## src/rtl/hist_frame_analyzer.sv

```systemverilog
// Buffers one 64-bin histogram frame, then scans it to produce peak, total,
// non-zero count and median statistics behind a hold-until-ack result port.
module hist_frame_analyzer #(
   parameter int NBINS = 64,
   parameter int CW    = 4,
   parameter int TOTW  = 10,
   parameter int IDXW  = $clog2(NBINS)
) (
   input  logic            clk,
   input  logic            rst_n,
   input  logic            in_valid,
   input  logic            in_last,
   input  logic [CW-1:0]   in_count,
   output logic            in_ready,
   output logic            result_valid,
   input  logic            result_ack,
   output logic [IDXW-1:0] peak_bin,
   output logic [CW-1:0]   peak_count,
   output logic [TOTW-1:0] total,
   output logic [IDXW:0]   nonzero_bins,
   output logic [IDXW-1:0] median_bin,
   output logic            frame_err,
   output logic            overrun
);

   // Handshakes: an input beat is taken on any cycle with in_valid && in_ready
   // (upstream never waits, so beats with in_ready low are lost and flagged);
   // a result is offered while result_valid is high and retired by result_ack.

   typedef enum logic {
      COLLECT = 1'b0,
      SCAN    = 1'b1
   } state_t;

   localparam logic [IDXW-1:0] LAST_IDX = IDXW'(NBINS - 1);

   state_t state, state_nxt;

   logic [CW-1:0]   buf_mem [NBINS];

   logic [IDXW-1:0] idx;
   logic [TOTW-1:0] acc_total;
   logic [IDXW:0]   acc_nz;
   logic [CW-1:0]   acc_peak;
   logic [IDXW-1:0] acc_peak_bin;

   logic [IDXW-1:0] scan_idx;
   logic [TOTW-1:0] cumsum;

   logic            beat;
   logic            at_end;
   logic            frame_ok;
   logic            frame_bad;
   logic [CW-1:0]   scan_cnt;
   logic [TOTW-1:0] cum_nxt;
   logic            median_hit;
   logic            scan_done;

   assign in_ready  = (state == COLLECT);
   assign beat      = in_valid && (state == COLLECT);
   assign at_end    = (idx == LAST_IDX);
   assign frame_ok  = beat && in_last && at_end;
   assign frame_bad = beat && (in_last != at_end);

   assign scan_cnt  = buf_mem[scan_idx];
   assign cum_nxt   = cumsum + TOTW'(scan_cnt);
   // Doubling cumsum avoids a divide; the last bin always satisfies it anyway.
   assign median_hit = ({cum_nxt, 1'b0} >= {1'b0, acc_total}) || (scan_idx == LAST_IDX);
   assign scan_done  = (state == SCAN) && median_hit;

   always_ff @(posedge clk or negedge rst_n) begin
      if (!rst_n) begin
         state <= COLLECT;
      end else begin
         state <= state_nxt;
      end
   end

   always_comb begin
      state_nxt = state;
      case (state)
         COLLECT: if (frame_ok)   state_nxt = SCAN;
         SCAN:    if (median_hit) state_nxt = COLLECT;
         default:                 state_nxt = COLLECT;
      endcase
   end

   // Frame buffer carries no reset; its contents are only read after a full frame.
   always_ff @(posedge clk) begin
      if (beat) begin
         buf_mem[idx] <= in_count;
      end
   end

   always_ff @(posedge clk or negedge rst_n) begin
      if (!rst_n) begin
         idx          <= '0;
         acc_total    <= '0;
         acc_nz       <= '0;
         acc_peak     <= '0;
         acc_peak_bin <= '0;
         scan_idx     <= '0;
         cumsum       <= '0;
         result_valid <= 1'b0;
         peak_bin     <= '0;
         peak_count   <= '0;
         total        <= '0;
         nonzero_bins <= '0;
         median_bin   <= '0;
         frame_err    <= 1'b0;
         overrun      <= 1'b0;
      end else begin
         if (frame_bad) begin
            frame_err    <= 1'b1;
            idx          <= '0;
            acc_total    <= '0;
            acc_nz       <= '0;
            acc_peak     <= '0;
            acc_peak_bin <= '0;
         end else if (beat) begin
            idx       <= idx + IDXW'(1);
            acc_total <= acc_total + TOTW'(in_count);
            if (in_count != '0) begin
               acc_nz <= acc_nz + (IDXW+1)'(1);
            end
            // Strict compare keeps the lowest index on ties.
            if (in_count > acc_peak) begin
               acc_peak     <= in_count;
               acc_peak_bin <= idx;
            end
         end

         if ((state == SCAN) && in_valid) begin
            overrun <= 1'b1;
         end

         if (state == SCAN) begin
            cumsum   <= cum_nxt;
            scan_idx <= scan_idx + IDXW'(1);
         end

         if (scan_done) begin
            peak_bin     <= acc_peak_bin;
            peak_count   <= acc_peak;
            total        <= acc_total;
            nonzero_bins <= acc_nz;
            median_bin   <= scan_idx;
            result_valid <= 1'b1;
            if (result_valid && !result_ack) begin
               overrun <= 1'b1;
            end
            idx          <= '0;
            acc_total    <= '0;
            acc_nz       <= '0;
            acc_peak     <= '0;
            acc_peak_bin <= '0;
            scan_idx     <= '0;
            cumsum       <= '0;
         end else if (result_ack) begin
            result_valid <= 1'b0;
         end
      end
   end

endmodule

```

## config.mk

```make
export PLATFORM = sky130hd
export DESIGN_NAME = hist_frame_analyzer
export DESIGN_NICKNAME = d
export VERILOG_FILES = /design/src/rtl/hist_frame_analyzer.sv
export SDC_FILE = /design/constraint.sdc
export NUM_CORES = 1
export LEC_CHECK = 0
export ABC_CLOCK_PERIOD_IN_PS = 5800
export CORE_MARGIN = 1
export CORE_UTILIZATION = 53
export CTS_BUF_LIST = sky130_fd_sc_hd__clkbuf_2
export DETAILED_ROUTE_END_ITERATION = 8
export MAX_ROUTING_LAYER = met4
export PLACE_DENSITY = 0.7
export SLEW_MARGIN = 20
export SYNTH_ARGS = -nofsm -noshare
export SYNTH_HDL_FRONTEND = slang
export SYNTH_SLANG_ARGS = --single-unit
```

## constraint.sdc

```tcl
create_clock -name clk -period 5.8 [get_ports clk]
set_clock_uncertainty 0.05 [all_clocks]
set_input_delay 1.16 -clock clk [delete_from_list [all_inputs] [get_ports clk]]
set_output_delay 1.16 -clock clk [all_outputs]
set_load 0.01 [all_outputs]
```

-- Word level (Yosys, flattened, before mapping)
Memory sizes are Yosys's and may differ from the RTL's.
Cells that the tools add are included.
- bits in registers: 86
- bits in writable memories: 256
- input port bits: 9
- word-level logic and storage cells: 77
- memories: 1
- output and inout bits: 37
- equal/unequal tests: 3
- multiplexer cells: 32
- reduce and logical (&&, ||, !) cells: 17
- add/sub/neg operators: 5
- order comparisons: 2
- bitwise gates (word level): 1
- memory list (memory ; words ; bits a word ; rd ports ; clocked after memory_dff ; write ports ; line ; text):
    buf_mem ; 64 ; 4 ; 1 ; 0 ; 1 ; 39 ; logic [CW-1:0] buf_mem [NBINS];
- operators by type and width (kind ; number):
    6-bit two-way mux ; 9
    10-bit two-way mux ; 5
    7-bit two-way mux ; 4
    10-bit by 4-bit adder with 10-bit output ; 2
    4-bit two-way mux ; 4
    6-bit by 1-bit adder with 6-bit output (second input constant) ; 2
    6-bit equality test (second input constant) ; 2
    11-bit by 10-bit greater-or-equal comparator with 1-bit output ; 1
    1-bit two-way mux ; 9
    3-bit nonzero test ; 3
    7-bit by 1-bit adder with 7-bit output (second input constant) ; 1
    1-bit logical AND ; 7
    4-bit > comparator ; 1
    2-bit AND reduction ; 2
    2-bit nonzero test ; 2
    4-bit nonzero test ; 1
    1-bit case mux with 2 select lines ; 1
    1-bit zero test ; 1
    1-bit logical OR ; 1
    1-bit != test ; 1
    1-bit NOT ; 1

-- Depth between registers and ports, before layout
An unclocked memory read counts as a cell.
- word-level depth: 7
- mapped depth: 24
- depth with buffers taken out: 19

-- Least setup slack after synthesis
No wires, ideal clock.
- kind: flip-flop to flip-flop
- from: reg scan_idx[0]
- to: reg peak_count[1]
- data required time: 5.623 ns
- setup slack: 0.902 ns
- data arrival time: 4.720 ns
- setup time: 0.127 ns
- clock period less this slack: 4.898 ns
- stages on the path, launching flop included: 24
- path buffers: 5
- path through: dfrtp_1 -> clkbuf_1 -> buf_2 -> buf_2 -> mux4_2 -> a22oi_1 -> nand2_1 -> a21oi_1 -> o211ai_1 -> ha_1 -> inv_1 -> fa_1 -> nor2b_1 -> o21ai_0 -> and2_1 -> xnor2_1 -> ha_1 -> a211oi_1 -> a21oi_1 -> nand4b_1 -> o31ai_4 -> buf_6 -> buf_6 -> mux2_1
- longest elaborated chain between the ends: 5
- elaborated cells between the ends (all ways): 6
- classes of those cells: add/sub: 1; order compare: 1; eq/ne: 1; reduce/logical: 2; memory: 1
- RTL lines (element ; line ; text):
    start: declaration ; 47 ; logic [IDXW-1:0] scan_idx;
    start signal: assignment ; 139 ; scan_idx <= scan_idx + IDXW'(1);
    memory 64 x 4 bit ; n/a ;
    10-bit by 4-bit adder with 10-bit output ; 66 ; assign cum_nxt = cumsum + TOTW'(scan_cnt);
    11-bit by 10-bit greater-or-equal comparator with 1-bit output ; 68 ; assign median_hit = ({cum_nxt, 1'b0} >= {1'b0, acc_total}) || (scan_idx == LAST_IDX);
    1-bit logical OR (*) ; 68 ;
    1-bit logical AND (*) ; 69 ; assign scan_done = (state == SCAN) && median_hit;
    end signal: assignment ; 144 ; peak_count <= acc_peak;
    end: declaration ; 18 ; output logic [CW-1:0] peak_count,
Mark *: on every way between the ends. The rest lies on a longest branch, timed or not.
A chain may end at the register's enable or synchronous reset.

-- Final worst setup path
- from: reg scan_idx[1]
- to: reg overrun
- longest elaborated chain between the ends: 6
- elaborated cells between the ends (all ways): 7
- classes of those cells: add/sub: 1; order compare: 1; eq/ne: 1; mux: 1; reduce/logical: 2; memory: 1
- RTL lines (element ; line ; text):
    memory 64 x 4 bit ; n/a ;
    10-bit by 4-bit adder with 10-bit output ; 66 ;
    11-bit by 10-bit greater-or-equal comparator with 1-bit output ; 68 ;
    1-bit logical OR (*) ; 68 ;
    1-bit logical AND (*) ; 69 ;
    1-bit two-way mux (*) ; 142 ; if (scan_done) begin
    end signal: assignment ; 111 ; overrun <= 1'b0;
    end signal: assignment ; 134 ; overrun <= 1'b1;
    end signal: assignment ; 150 ; overrun <= 1'b1;
    end: declaration ; 23 ; output logic overrun
Marks and branches as above.

==> results_dict.tcl <==
set metrics [dict create \
    whs_ns 0.1975 \
    grt_setup_unrepaired "false" \
    powerDensity_mw_per_mm2 266.8 \
    htreeDepth 3 \
    power_leakage_nw 5.895 \
    cts_resized 0 \
    root_buffer "clkbuf_2" \
    syn_area_mm2 0.01463 \
    io_buffers 45 \
    final.setup.tns_ns 0 \
    drt-initial-drc-count 935 \
    fin_crit_sh_pct 92.55 \
    syn_nets 937 \
    dr.pass1.iters 5 \
    clock_path_buffers 3 \
    fp.dieH_um 168.1 \
    die_area_mm2 0.02827 \
    async_flop_share_pct 25.15 \
    postCtsHoldBufs 0 \
    synth_cell_type_count 72 \
    register_area_mm2 0.009844 \
    fin_cells 1419 \
    wirelength_um 32140 \
    slew_headroom_pct 40.05 \
    netlist_instances 902 \
    dp_hpwl_um 20760 \
    final_nets 1047 \
    dp_cells 1265 \
    ys_seq_elements 342 \
    r2r_cells 20 \
    top_layer "met4" \
    numCtsBuffers 86 \
    overflow 0 \
    met2WireLength_um 15440 \
    status "completed" \
    core_area_mm2 0.02703 \
    period_minus_slack_ns 5.368 \
    setup_viol 0 \
    fill_cells 2078 \
    path_class "reg -> reg" \
    drive_gt1_share_pct 24.70 \
    cts_sinks 342 \
    seq_area_frac_synth_pct 67.26 \
    ys.flop_type "edfxtp_1" \
    die_w_um 168.1 \
    post-cts-setup-buffers 0 \
    tightest_slew_ns 0.8992 \
    cp_max_fo 37 \
    antenna_found_initial 1 \
    maxCapViolCount 0 \
    syn2layout_area_growth_pct 10.98 \
    clk_pin_slew_ns 0.10 \
    num_io_pins 46 \
    met3_length_um 2243 \
    clk_latency_ns 0.93 \
    hold_viol 0 \
    end_kind "flip-flop" \
    vias 8587 \
    grt_pass1_vias 8735 \
    cts_tree "done" \
    yosys_warnings 0 \
    m1WireLength_um 13770 \
    arrival_ns 6.03 \
    via_per_inst 6.051 \
    synth-edff-count 256 \
    ir_drop_mv 0.1700 \
    holdCritPathClass "in -> async" \
    drv_slew 0 \
    grt_util_all_layers_pct 24.48 \
    dpl-instance-area_mm2 0.01546 \
    drc 0 \
    start_util_pct 54.13 \
    place_congestion 0.8521 \
    grt_pass1_wl_um 50180 \
    multi_input_area_mm2 0.004431 \
    rows 60 \
    start_kind "flip-flop" \
    final_area_mm2 0.01624 \
    ant_nets 0 \
    timing.fmax_mhz 186.3 \
    wl_per_cell_um 22.65 \
    worstPathRequired_ns 6.46 \
    grt_max_degree 66 \
    syn_avg_cell_area_um2 16.22 \
]
Yosys cell counts (4+ instances only):
library cell	instances	area, um^2
a21o_1	4	30.03
a21oi_1	15	75.07
a22o_1	4	35.03
a22oi_1	11	82.58
a32o_1	10	100.1
a41oi_1	5	43.79
and2_1	5	31.28
buf_1	5	18.77
buf_2	13	65.06
buf_4	7	52.55
buf_6	4	45.04
clkbuf_1	15	56.30
dfrtp_1	86	2152
edfxtp_1	256	7687
ha_1	24	300.3
inv_1	30	112.6
mux2_1	8	90.09
mux2_2	20	225.2
mux2_4	5	75.07
mux2i_1	5	50.05
mux4_2	70	1577
nand2_1	38	142.6
nand2b_1	7	43.79
nand3_1	30	150.1
nor2_1	83	311.6
nor2b_1	9	56.30
nor3_1	11	55.05
o211ai_1	10	75.07
o21ai_0	19	95.09
o22ai_1	10	62.56
o2bb2ai_1	7	61.31
or3_1	10	62.56
xnor2_1	8	70.07
logic make-up (layout without fill, tap and decap cells):
family	count (synthesis)	after routing	synth area share, %
xor+xnor	11	11	0.6586
mux	108	108	13.79
compound gates	130	130	6.757
simple gates	209	209	6.757
fa+ha+maj	26	26	2.326
buf+inv	76	251	2.455
flops	342	342	67.26
other cells	0	1	0
path summary, 6_finish.rpt:
check	from	endpoint	slack [ns]
setup / recovery	scan_idx[1]	overrun	0.43
hold / removal	rst_n	acc_total[8]	0.20
setup reg to reg	scan_idx[1]	overrun	0.43
hold reg to reg	frame_err	frame_err	0.44
max in group asynchronous	rst_n	acc_peak_bin[3]	4.54
min in group clk	frame_err	frame_err	0.44
cells in the final DEF, fill, tap and decap left out, types with 4 or more instances in the layout:
| cell | Yosys | layout |
|---|---|---|
| edfxtp_1 | 256 | 256 |
| clkbuf_2 | 1 | 122 |
| dfrtp_1 | 86 | 84 |
| nor2_1 | 83 | 83 |
| mux4_2 | 70 | 70 |
| clkdlybuf4s50_1 | 0 | 40 |
| nand2_1 | 38 | 38 |
| inv_1 | 30 | 30 |
| nand3_1 | 30 | 30 |
| ha_1 | 24 | 24 |
| clkinv_1 | 0 | 23 |
| mux2_2 | 20 | 20 |
| o21ai_0 | 19 | 19 |
| buf_4 | 7 | 19 |
| a21oi_1 | 15 | 15 |
| a22oi_1 | 11 | 11 |
| nor3_1 | 11 | 11 |
| o211ai_1 | 10 | 10 |
| or3_1 | 10 | 10 |
| o22ai_1 | 10 | 10 |
| a32o_1 | 10 | 10 |
| nor2b_1 | 9 | 9 |
| xnor2_1 | 8 | 8 |
| mux2_1 | 8 | 8 |
| nand2b_1 | 7 | 7 |
| o2bb2ai_1 | 7 | 7 |
| and2_1 | 5 | 5 |
| mux2i_1 | 5 | 5 |
| mux2_4 | 5 | 5 |
| a41oi_1 | 5 | 5 |
| a22o_1 | 4 | 4 |
| a21o_1 | 4 | 4 |
| buf_2 | 13 | 4 |
| buf_12 | 0 | 4 |
report_power, final:
part           switching [W]  total [W]  leakage [nW]  internal (W)
logic              0.0000779   0.000102          1.92     0.0000245
clock network       0.000966    0.00158         0.578      0.000617
registers         0.00000928    0.00265          3.40       0.00264
sequential cells by signal (all words and copies together) (netlist names):
signal        count
acc_peak_bin      6
median_bin        6
cumsum           10
acc_nz            7
scan_idx          6
overrun           1
acc_peak          4
peak_bin          6
nonzero_bins      7
peak_count        4
buf_mem         256
total            10
acc_total        10
state             1
result_valid      1
idx               6
frame_err         1
critical path, stage by stage (launching register included):
cell and delay [ns]:
dfrtp_2 0.69, buf_12 0.29, mux4_2 0.36, a22oi_1 0.27, a21oi_1 0.16, a21oi_1 0.16
o211ai_1 0.13, ha_1 0.24, inv_1 0.08, fa_1 0.20, nor2b_1 0.05, o21ai_0 0.31
and2_1 0.24, xnor2_1 0.14, ha_1 0.28, a211oi_1 0.21, a21oi_1 0.11, and4b_1 0.39
buf_4 0.19, nand3_1 0.25, a221o_1 0.38
routing by layer:
layer | vias to the layer above | GRT usage (%)
met5 | - | -
met3 | 56 | 4.701
met1 | 4338 | 33.36
li1 | 3845 | -
met2 | 348 | 37.17
met4 | 0 | 8.854
stage by stage:
step	power (W)	util (%)	setup WS [ns]
floorplan	0.002739	-	0.9024
global placement	0.002800	57.21	0.5875
detailed placement	0.002804	57.21	0.5415
CTS	0.004375	60.06	0.4876
global route	0.004514	60.07	0.08117
finish	0.004331	60.07	0.4322
layout make-up:
class                      instances  area share [%]
clock inverter                    31          0.9941
timing repair buffer              67           3.961
tap                              341           2.628
multi-input combinational        484           27.29
inverter                          31          0.7167
antenna                            1         0.01541
sequential                       342           60.63
clock buffer                     122           3.761
Note: power is estimated with default switching activity, not from simulation.
